[src/rtl/text_pkg.sv]
// Shared types and character codes for the keyboard text-line path.
package text_pkg;

    localparam int TEXT_CHAR_W = 16;

    typedef logic [TEXT_CHAR_W-1:0] char_t;

    localparam char_t CHAR_SPACE = 16'd0;
    localparam char_t CHAR_A     = 16'd1;
    localparam char_t CHAR_Z     = 16'd26;
    localparam char_t CHAR_BKSP  = 16'd27;
    localparam char_t CHAR_ENTER = 16'd28;

    typedef enum logic {
        EDIT   = 1'b0,
        COMMIT = 1'b1
    } line_state_t;

endpackage

[src/rtl/strobe_sync.sv]
// Multi-flop synchroniser for a slow level strobe plus a registered
// single-cycle pulse on each rising edge of the synchronised level.
module strobe_sync #(
    parameter int SYNC_STAGES = 2
) (
    input  logic clk_in,
    input  logic rst_in,
    input  logic strobe_in,
    output logic event_out
);

    logic [SYNC_STAGES-1:0] sync_q;
    logic [SYNC_STAGES-1:0] sync_d;
    logic [SYNC_STAGES-1:0] primed_q;
    logic [SYNC_STAGES-1:0] primed_d;
    logic                   event_q;
    logic                   event_d;

    // primed_q marks stages that hold a real post-reset sample, so a strobe
    // already high at reset release is seen as a level, never as an edge.
    always_comb begin
        sync_d   = {sync_q[SYNC_STAGES-2:0], strobe_in};
        primed_d = {primed_q[SYNC_STAGES-2:0], 1'b1};
        event_d  = sync_q[SYNC_STAGES-2] & ~sync_q[SYNC_STAGES-1]
                   & primed_q[SYNC_STAGES-1];
    end

    always_ff @(posedge clk_in) begin
        if (rst_in) begin
            sync_q   <= '0;
            primed_q <= '0;
            event_q  <= 1'b0;
        end else begin
            sync_q   <= sync_d;
            primed_q <= primed_d;
            event_q  <= event_d;
        end
    end

    assign event_out = event_q;

endmodule

[src/rtl/text_line_buffer.sv]
// Editable line of keyboard characters, committed downstream on enter
// through a valid/ready handshake, with a 1-cycle-latency read port.
module text_line_buffer #(
    parameter int MAX_CHARS   = 32,
    parameter int CHAR_W      = 16,
    parameter int SYNC_STAGES = 2
) (
    input  logic                         clk_in,
    input  logic                         rst_in,
    input  logic                         key_pressed_in,
    input  logic                         enter_pressed_in,
    input  logic                         bksp_pressed_in,
    input  logic [CHAR_W-1:0]            character_in,
    input  logic [$clog2(MAX_CHARS)-1:0] rd_addr_in,
    output logic [CHAR_W-1:0]            rd_char_out,
    output logic [$clog2(MAX_CHARS):0]   length_out,
    output logic                         line_valid_out,
    input  logic                         line_ready_in,
    output logic                         overflow_out
);

    import text_pkg::*;

    localparam int ADDR_W = $clog2(MAX_CHARS);
    localparam int LEN_W  = ADDR_W + 1;
    localparam logic [LEN_W-1:0] LEN_MAX = LEN_W'(MAX_CHARS);
    localparam logic [LEN_W-1:0] LEN_ONE = LEN_W'(1);

    logic key_ev;
    logic enter_ev;
    logic bksp_ev;

    strobe_sync #(.SYNC_STAGES(SYNC_STAGES)) u_key_sync (
        .clk_in    (clk_in),
        .rst_in    (rst_in),
        .strobe_in (key_pressed_in),
        .event_out (key_ev)
    );

    strobe_sync #(.SYNC_STAGES(SYNC_STAGES)) u_enter_sync (
        .clk_in    (clk_in),
        .rst_in    (rst_in),
        .strobe_in (enter_pressed_in),
        .event_out (enter_ev)
    );

    strobe_sync #(.SYNC_STAGES(SYNC_STAGES)) u_bksp_sync (
        .clk_in    (clk_in),
        .rst_in    (rst_in),
        .strobe_in (bksp_pressed_in),
        .event_out (bksp_ev)
    );

    logic [CHAR_W-1:0] mem [MAX_CHARS];
    logic [CHAR_W-1:0] char_hold_q;

    line_state_t       state_q,    state_d;
    logic [LEN_W-1:0]  length_q,   length_d;
    logic              valid_q,    valid_d;
    logic              overflow_q, overflow_d;
    logic [CHAR_W-1:0] rd_char_q,  rd_char_d;
    logic              wr_en;

    // Handshake: line_valid_out rises the cycle after an enter event and stays
    // high, with length_out frozen, until a cycle where line_ready_in is also
    // high; ready alone has no effect.
    always_comb begin
        state_d    = state_q;
        length_d   = length_q;
        valid_d    = valid_q;
        overflow_d = 1'b0;
        wr_en      = 1'b0;
        rd_char_d  = ({1'b0, rd_addr_in} < length_q) ? mem[rd_addr_in]
                                                      : CHAR_W'(CHAR_SPACE);
        case (state_q)
            EDIT: begin
                if (enter_ev) begin
                    state_d = COMMIT;
                    valid_d = 1'b1;
                end else if (bksp_ev) begin
                    if (length_q != '0) length_d = length_q - LEN_ONE;
                end else if (key_ev) begin
                    if (length_q != LEN_MAX) begin
                        wr_en    = 1'b1;
                        length_d = length_q + LEN_ONE;
                    end else begin
                        overflow_d = 1'b1;
                    end
                end
            end
            COMMIT: begin
                if (valid_q && line_ready_in) begin
                    state_d  = EDIT;
                    valid_d  = 1'b0;
                    length_d = '0;
                end
            end
            default: state_d = EDIT;
        endcase
    end

    always_ff @(posedge clk_in) begin
        if (rst_in) begin
            state_q    <= EDIT;
            length_q   <= '0;
            valid_q    <= 1'b0;
            overflow_q <= 1'b0;
            rd_char_q  <= '0;
        end else begin
            state_q    <= state_d;
            length_q   <= length_d;
            valid_q    <= valid_d;
            overflow_q <= overflow_d;
            rd_char_q  <= rd_char_d;
        end
    end

    // character_in is quasi-static, so a plain register suffices as holding stage.
    always_ff @(posedge clk_in) begin
        char_hold_q <= character_in;
        if (wr_en) mem[length_q[ADDR_W-1:0]] <= char_hold_q;
    end

    assign rd_char_out    = rd_char_q;
    assign length_out     = length_q;
    assign line_valid_out = valid_q;
    assign overflow_out   = overflow_q;

endmodule

[config.mk]
export PLATFORM = sky130hd
export DESIGN_NAME = text_line_buffer
export DESIGN_NICKNAME = d
export VERILOG_FILES = /design/src/rtl/text_pkg.sv /design/src/rtl/strobe_sync.sv /design/src/rtl/text_line_buffer.sv
export SDC_FILE = /design/constraint.sdc
export NUM_CORES = 1
export LEC_CHECK = 0
export BUFFER_PORTS_ARGS = -buffer_cell sky130_fd_sc_hd__buf_4
export CORE_MARGIN = 3
export CORE_UTILIZATION = 50
export CTS_CLUSTER_DIAMETER = 150
export DETAILED_ROUTE_END_ITERATION = 7
export PLACE_DENSITY = 0.75
export SLEW_MARGIN = 20
export SYNTH_ARGS = -nofsm -noshare
export SYNTH_HDL_FRONTEND = slang
export SYNTH_SLANG_ARGS = --single-unit
[constraint.sdc]
create_clock -name clk_in -period 3 [get_ports clk_in]
set_input_delay 0.15 -clock clk_in [delete_from_list [all_inputs] [get_ports clk_in]]
set_output_delay 0.15 -clock clk_in [all_outputs]
set_load 0.005 [all_outputs]
Word-level counts from Yosys, hierarchy flattened --
Memory sizes are Yosys's and may differ from the RTL's. A register that Yosys moved wholly into a read port is not among the register bits. Index checks and enable logic that the tools add are counted.
Cells by class: equality and inequality tests 7, $add $sub $neg 2, multiplexer cells 24, bitwise operators 12, $lt $le $gt $ge 1, reductions and logical operators 6
Operator list (number):
- $mux 6 | 6
- $mux 1 | 15
- $pmux 6 s2 | 1
- $add 6x1->6 const B | 1
- $and 1x1->1 | 6
- $lt 5x6->1 | 1
- $ne 6x6->1 const B | 1
- $not 1->1 | 6
- $reduce_bool 6->1 | 1
- $sub 6x1->6 const B | 1
- $reduce_and 5->1 | 1
- $reduce_or 5->1 | 1
- $ne 2x1->1 const B | 2
- $pmux 1 s2 | 2
- $ne 3x1->1 const B | 1
- $ne 3x2->1 const B | 1
- $ne 3x3->1 const B | 1
- $ne 2x2->1 const B | 1
- $reduce_and 2->1 | 1
- $reduce_or 2->1 | 1
- $logic_and 1x1->1 | 1
Storage, ports and cells: register bits 40, memory bits (writable) 512, memories kept 1, output and inout bits 24
Memory list:
- mem | words 32, width 16, rd ports 1, clocked after memory_dff 1, wr ports 1, RTL line text_line_buffer.sv:54 | logic [CHAR_W-1:0] mem [MAX_CHARS];

Depth between registers and ports, before layout --
depth in word-level cells 8, depth in mapped cells 8, gate-level depth less buffers 7

Modules after synthesis --
From an unflattened synthesis, not the netlist that was laid out.
Unflattened totals: cells, all modules 1035, area, all modules 21625.7 um^2
By module, submodules not included:
- text_line_buffer | area an instance 21197.8 um^2, times used 1, cells an instance 1005
- strobe_sync | area an instance 142.6 um^2, times used 3, cells an instance 10

Worst setup path after synthesis --
No wires, ideal clock.
path type reg2reg, start reg u_bksp_sync.event_q, in the netlist u_bksp_sync.event_out, end mem mem[0][0] (enable), cell stages (with the launch flop) 7, required time 2591 ps, library setup time 409 ps, period minus slack after synthesis 2676 ps, slack 324 ps, arrival 2266 ps, path buffers 1, path through dfxtp_1 -> buf_4 -> nor2_1 -> nand2_1 -> nor3_1 -> nand2_1 -> nor3_1
Between the ends: cells in the longest elaborated chain, start to end 5
RTL lines:
- from (decl) | RTL line strobe_sync.sv:16 | logic event_q;
- from (signal assigned) | RTL line strobe_sync.sv:36 | event_q <= event_d;
- $mux 1 | RTL line text_line_buffer.sv:80 | end else if (bksp_ev) begin
- $mux 1 | RTL line text_line_buffer.sv:77 | if (enter_ev) begin
- $mux 1 | RTL line text_line_buffer.sv:75 | case (state_q)
- $mux 1 | RTL line text_line_buffer.sv:121 | if (wr_en) mem[length_q[ADDR_W-1:0]] <= char_hold_q;
- $mux 1 (not written as such) | RTL line text_line_buffer.sv:121
- to (decl) | RTL line text_line_buffer.sv:54
No other way between the ends.

Worst setup path after layout --
start reg u_bksp_sync.event_q, in the netlist u_bksp_sync.event_out, end mem mem[3][8] (enable)
Same word-level chain as after synthesis.

==> results by group <==
Synth
  – Yosys cell types: between 40 and 50
  – Register bit total from synthesis: around 560
  – Post-synthesis async set-or-reset flop share: 0%
  – Synth Cell Area: approximately 21000 um^2
  – Post-synthesis area per instance: about 22 um^2
  – Mapped Cells: 963
  – Post-synth EDFFs: slightly above 500
  – Synth Net Count: around 1000
  – YS warnings: 0
  – Top_reg_cell synth: edfxtp_1
  – Seq/Total Area, Yosys: between 70% and 80%

CTS
  – Htree depth: 2
  – Clock Sinks: around 560
  – Post-CTS setup buffers: 0
  – Worst-Skew Late Latency: around 600 ps
  – Reg clk slew, reported paths: 60 ps
  – Total CTS buffers: 54
  – TritonCTS clock tree: built
  – Max Buffers Root-to-Sink: 3
  – CTS Root Buffer Type: clkbuf_16

Layout
  – Layout cell share with drive strength beyond 1: about 30%
  – # diodes: 0
  – Final #Nets: 1140
  – Reg area: between 15000 and 20000 um^2
  – Area Growth Syn to Fin: 15.45%
  – Area used by multi-input combinational logic: about 4400 um^2
  – Fill count: about 2800

STA
  – Min Tclk post-route: approximately 2300 ps
  – Setup TNS: 0 ps
  – Final hold viol count: 0
  – Final slew viol count: 0
  – Period utilization: between 70% and 80%
  – Clock Skew: between 20 and 25 ps
  – Least-Margin Pin Slew: between 900 and 1000 ps
  – Maximum clock frequency: 432.2 MHz
  – RSZ-0062 raised after global routing: no
  – Slew HR: around 39%
  – Smallest hold slack: just over 200 ps
  – Final WS setup: between 600 and 700 ps
  – # setup viols final: 0

Global routing
  – Vias in the first global route: ~11000
  – Overflow after GRT: 0
  – Largest net degree at the start of global routing: 36
  – GRT Total Usage: between 20% and 30%
  – First-pass GRT wire length: ~70 mm
  – Initial antenna violation count: 0

Route
  – Drt pass-1 iters: 5
  – DRT Wirelength: 46.34 mm
  – # DRC: 0
  – Post-DR vias/cell: just over 6
  – First DRT Iteration DRCs: around 1100
  – Drt wl/cell: between 20 and 30 um
  – Post-DRT Antenna Nets: 0
  – Vias after detailed routing: just over 10000

Floorplan
  – Die area: around 45000 um^2
  – Core Rows: between 70 and 80
  – I/O pin count: 51
  – Starting Density: 51.11%
  – Die Wd: about 210 um
  – Die Y: 211.2 um
  – Core ar.: 41200 um^2

Worst setup path
  – Slowest-stage cell, CP: dfxtp_1
  – Largest delay contributor family on the critical path: simple AND/OR/NAND/NOR gates
  – Worst Path Buf+Inv: 1
  – Reg2Reg Depth: 6
  – Required @ worst endpoint: ~3300 ps
  – WP data arrival: roughly 2600 ps
  – WP depth: 6
  – Worst setup SP type: register
  – Critical path's largest stage delay: 460 ps
  – Crit-path max FO: 16
  – WS Path Type: register to register
  – Cells along the critical path: nor2_1 > nand2_1 > nor3_1 > nand2_1 > nor2_1 > buf_4
  – Critical Path Sink Type: register

Pwr
  – Clock share of power: 40.9%
  – Psw: about 0.0032 W
  – Net Sw Frac: roughly 20%
  – Reg power frac: between 50 and 60%
  – Comb pwr share: ~3.8%
  – Maximum vdd drop: about 0.41 mV
  – Total leakage power: 7.895 nW
  – Pint: roughly 0.013 W
  – Pwr dens: 648.0 nW/um^2

Flow run
  – Max-cap violations: 0

Placed design
  – IO buf count: 50
  – HPWL Detailed: between 20 and 30 mm
  – Place WS: around 320 ps
  – GP Congestion: a little under 0.8

Worst hold path
  – Min-Delay Path Class: input port to register
  – WHS Path Cells: 2

Run status
  – Outcome: finished clean
[power by group through the flow]
stage,Clock [W],Sequential (W),Combinational (W)
detailed placement,0,0.00887,0.000585
finish,0.00645,0.00870,0.000606
CTS,0.00656,0.00871,0.000613
floorplan,0,0.00882,0.000368
global placement,0,0.00886,0.000578
global route,0.00685,0.00871,0.000646
[worst reg2reg max path, stage by stage (launching register included)]
cell	delay [ps]
dfxtp_1	460
nor2_1	160
nand2_1	70
nor3_1	390
nand2_1	350
nor2_1	230
buf_4	320
[synth_stat cells, types with 2 or more instances]
cell / instances / area share, %
buf_1: 4 / 0.071
a221oi_1: 29 / 1.2
clkbuf_1: 28 / 0.50
edfxtp_1: 512 / 73
buf_6: 9 / 0.48
nand3_1: 5 / 0.12
xnor2_1: 2 / 0.083
buf_2: 9 / 0.21
or3_1: 3 / 0.089
o22ai_1: 17 / 0.51
ha_1: 8 / 0.48
a21o_1: 3 / 0.11
inv_1: 5 / 0.089
dfxtp_1: 52 / 4.9
o21ai_1: 2 / 0.048
or4_1: 2 / 0.071
nand2b_1: 2 / 0.059
o21ai_0: 2 / 0.048
a21oi_1: 9 / 0.21
a221oi_2: 3 / 0.21
mux4_2: 128 / 14
and3b_1: 3 / 0.12
nor2_1: 42 / 0.75
buf_4: 2 / 0.071
nor2b_1: 10 / 0.30
a22o_1: 32 / 1.3
nor3_1: 8 / 0.19
a211oi_1: 2 / 0.071
nand2_1: 14 / 0.25
[path summary, 6_finish.rpt]
kind | startpoint | to | slack (ps)
max | u_bksp_sync.event_out | mem[3][8] | 690
min | character_in[12] | char_hold_q[12] | 200
max reg2reg | u_bksp_sync.event_out | mem[3][8] | 690
min reg2reg | u_bksp_sync.primed_q[0] | u_key_sync.primed_q[1] | 450
[cell families (layout without fill, tap and decap cells)]
kind of cell,Yosys count,after routing,share of synthesized area (%)
AOI/OAI and AO/OA,103,103,3.910
xor gates and xnor gates,3,3,0.1248
adders and majority gates,9,9,0.5704
buffers and inverters,57,243,1.426
DFF,564,564,77.96
muxes,130,130,13.79
and+or+nand+nor,97,97,2.222
[sequential cells by signal, summed over array words and instances (netlist names), 2 cells and up]
name,flops
mem,512
char_hold_q,16
rd_char_out,16
length_out,6
u_bksp_sync.sync_q,2
u_enter_sync.sync_q,2
u_key_sync.sync_q,2
[area by class of cell]
| cell class | instances | share of cell area (%) |
|---|---|---|
| clock buffer | 77 | 6.161 |
| clock inverter | 24 | 0.7411 |
| inverter | 5 | 0.07720 |
| multi-input combinational | 342 | 17.91 |
| sequential | 564 | 67.60 |
| tap | 532 | 2.738 |
| timing repair buffer | 137 | 4.776 |
[cells in the final DEF, fill, tap and decap left out, types with 14 or more instances in the layout]
cell,netlist,layout
edfxtp_1,512,512
mux4_2,128,128
buf_4,2,106
clkbuf_16,0,54
nor2_1,42,41
dfxtp_1,52,38
a22o_1,32,32
a221oi_1,29,29
dlygate4sd3_1,0,24
o22ai_1,17,17
clkbuf_1,28,17
nand2_1,14,14
dfxtp_2,0,14
[metal layers]
metal / vias up / track usage (%) / wire length [um]
met2: 558 / 33.55 / 22180
li1: 4348 / - / -
met3: 84 / 4.500 / 4456
met4: 0 / 7.136 / 1275
met5: - / 0 / 0
met1: 5306 / 30.43 / 18430
[per-stage QoR]
| stage | power (W) | instances | cell area, um^2 | utilization (%) |
|---|---|---|---|---|
| floorplan | 0.009184 | 963 | 21060 | - |
| global placement | 0.009442 | 1556 | 22380 | 54.31 |
| detailed placement | 0.009458 | 1556 | 22380 | 54.31 |
| CTS | 0.01587 | 1681 | 24290 | 58.96 |
| global route | 0.01621 | 1681 | 24310 | 59.00 |
| finish | 0.01575 | 1681 | 24310 | 59.00 |
[what timing repair did]
action                                  4_1_cts  5_1_grt
endpoints found under the hold margin        32        0
hold buffers                                 24        0
endpoints found under the setup margin        0        0
resized for setup                             0        0
Power figures use the tool's default switching activity.
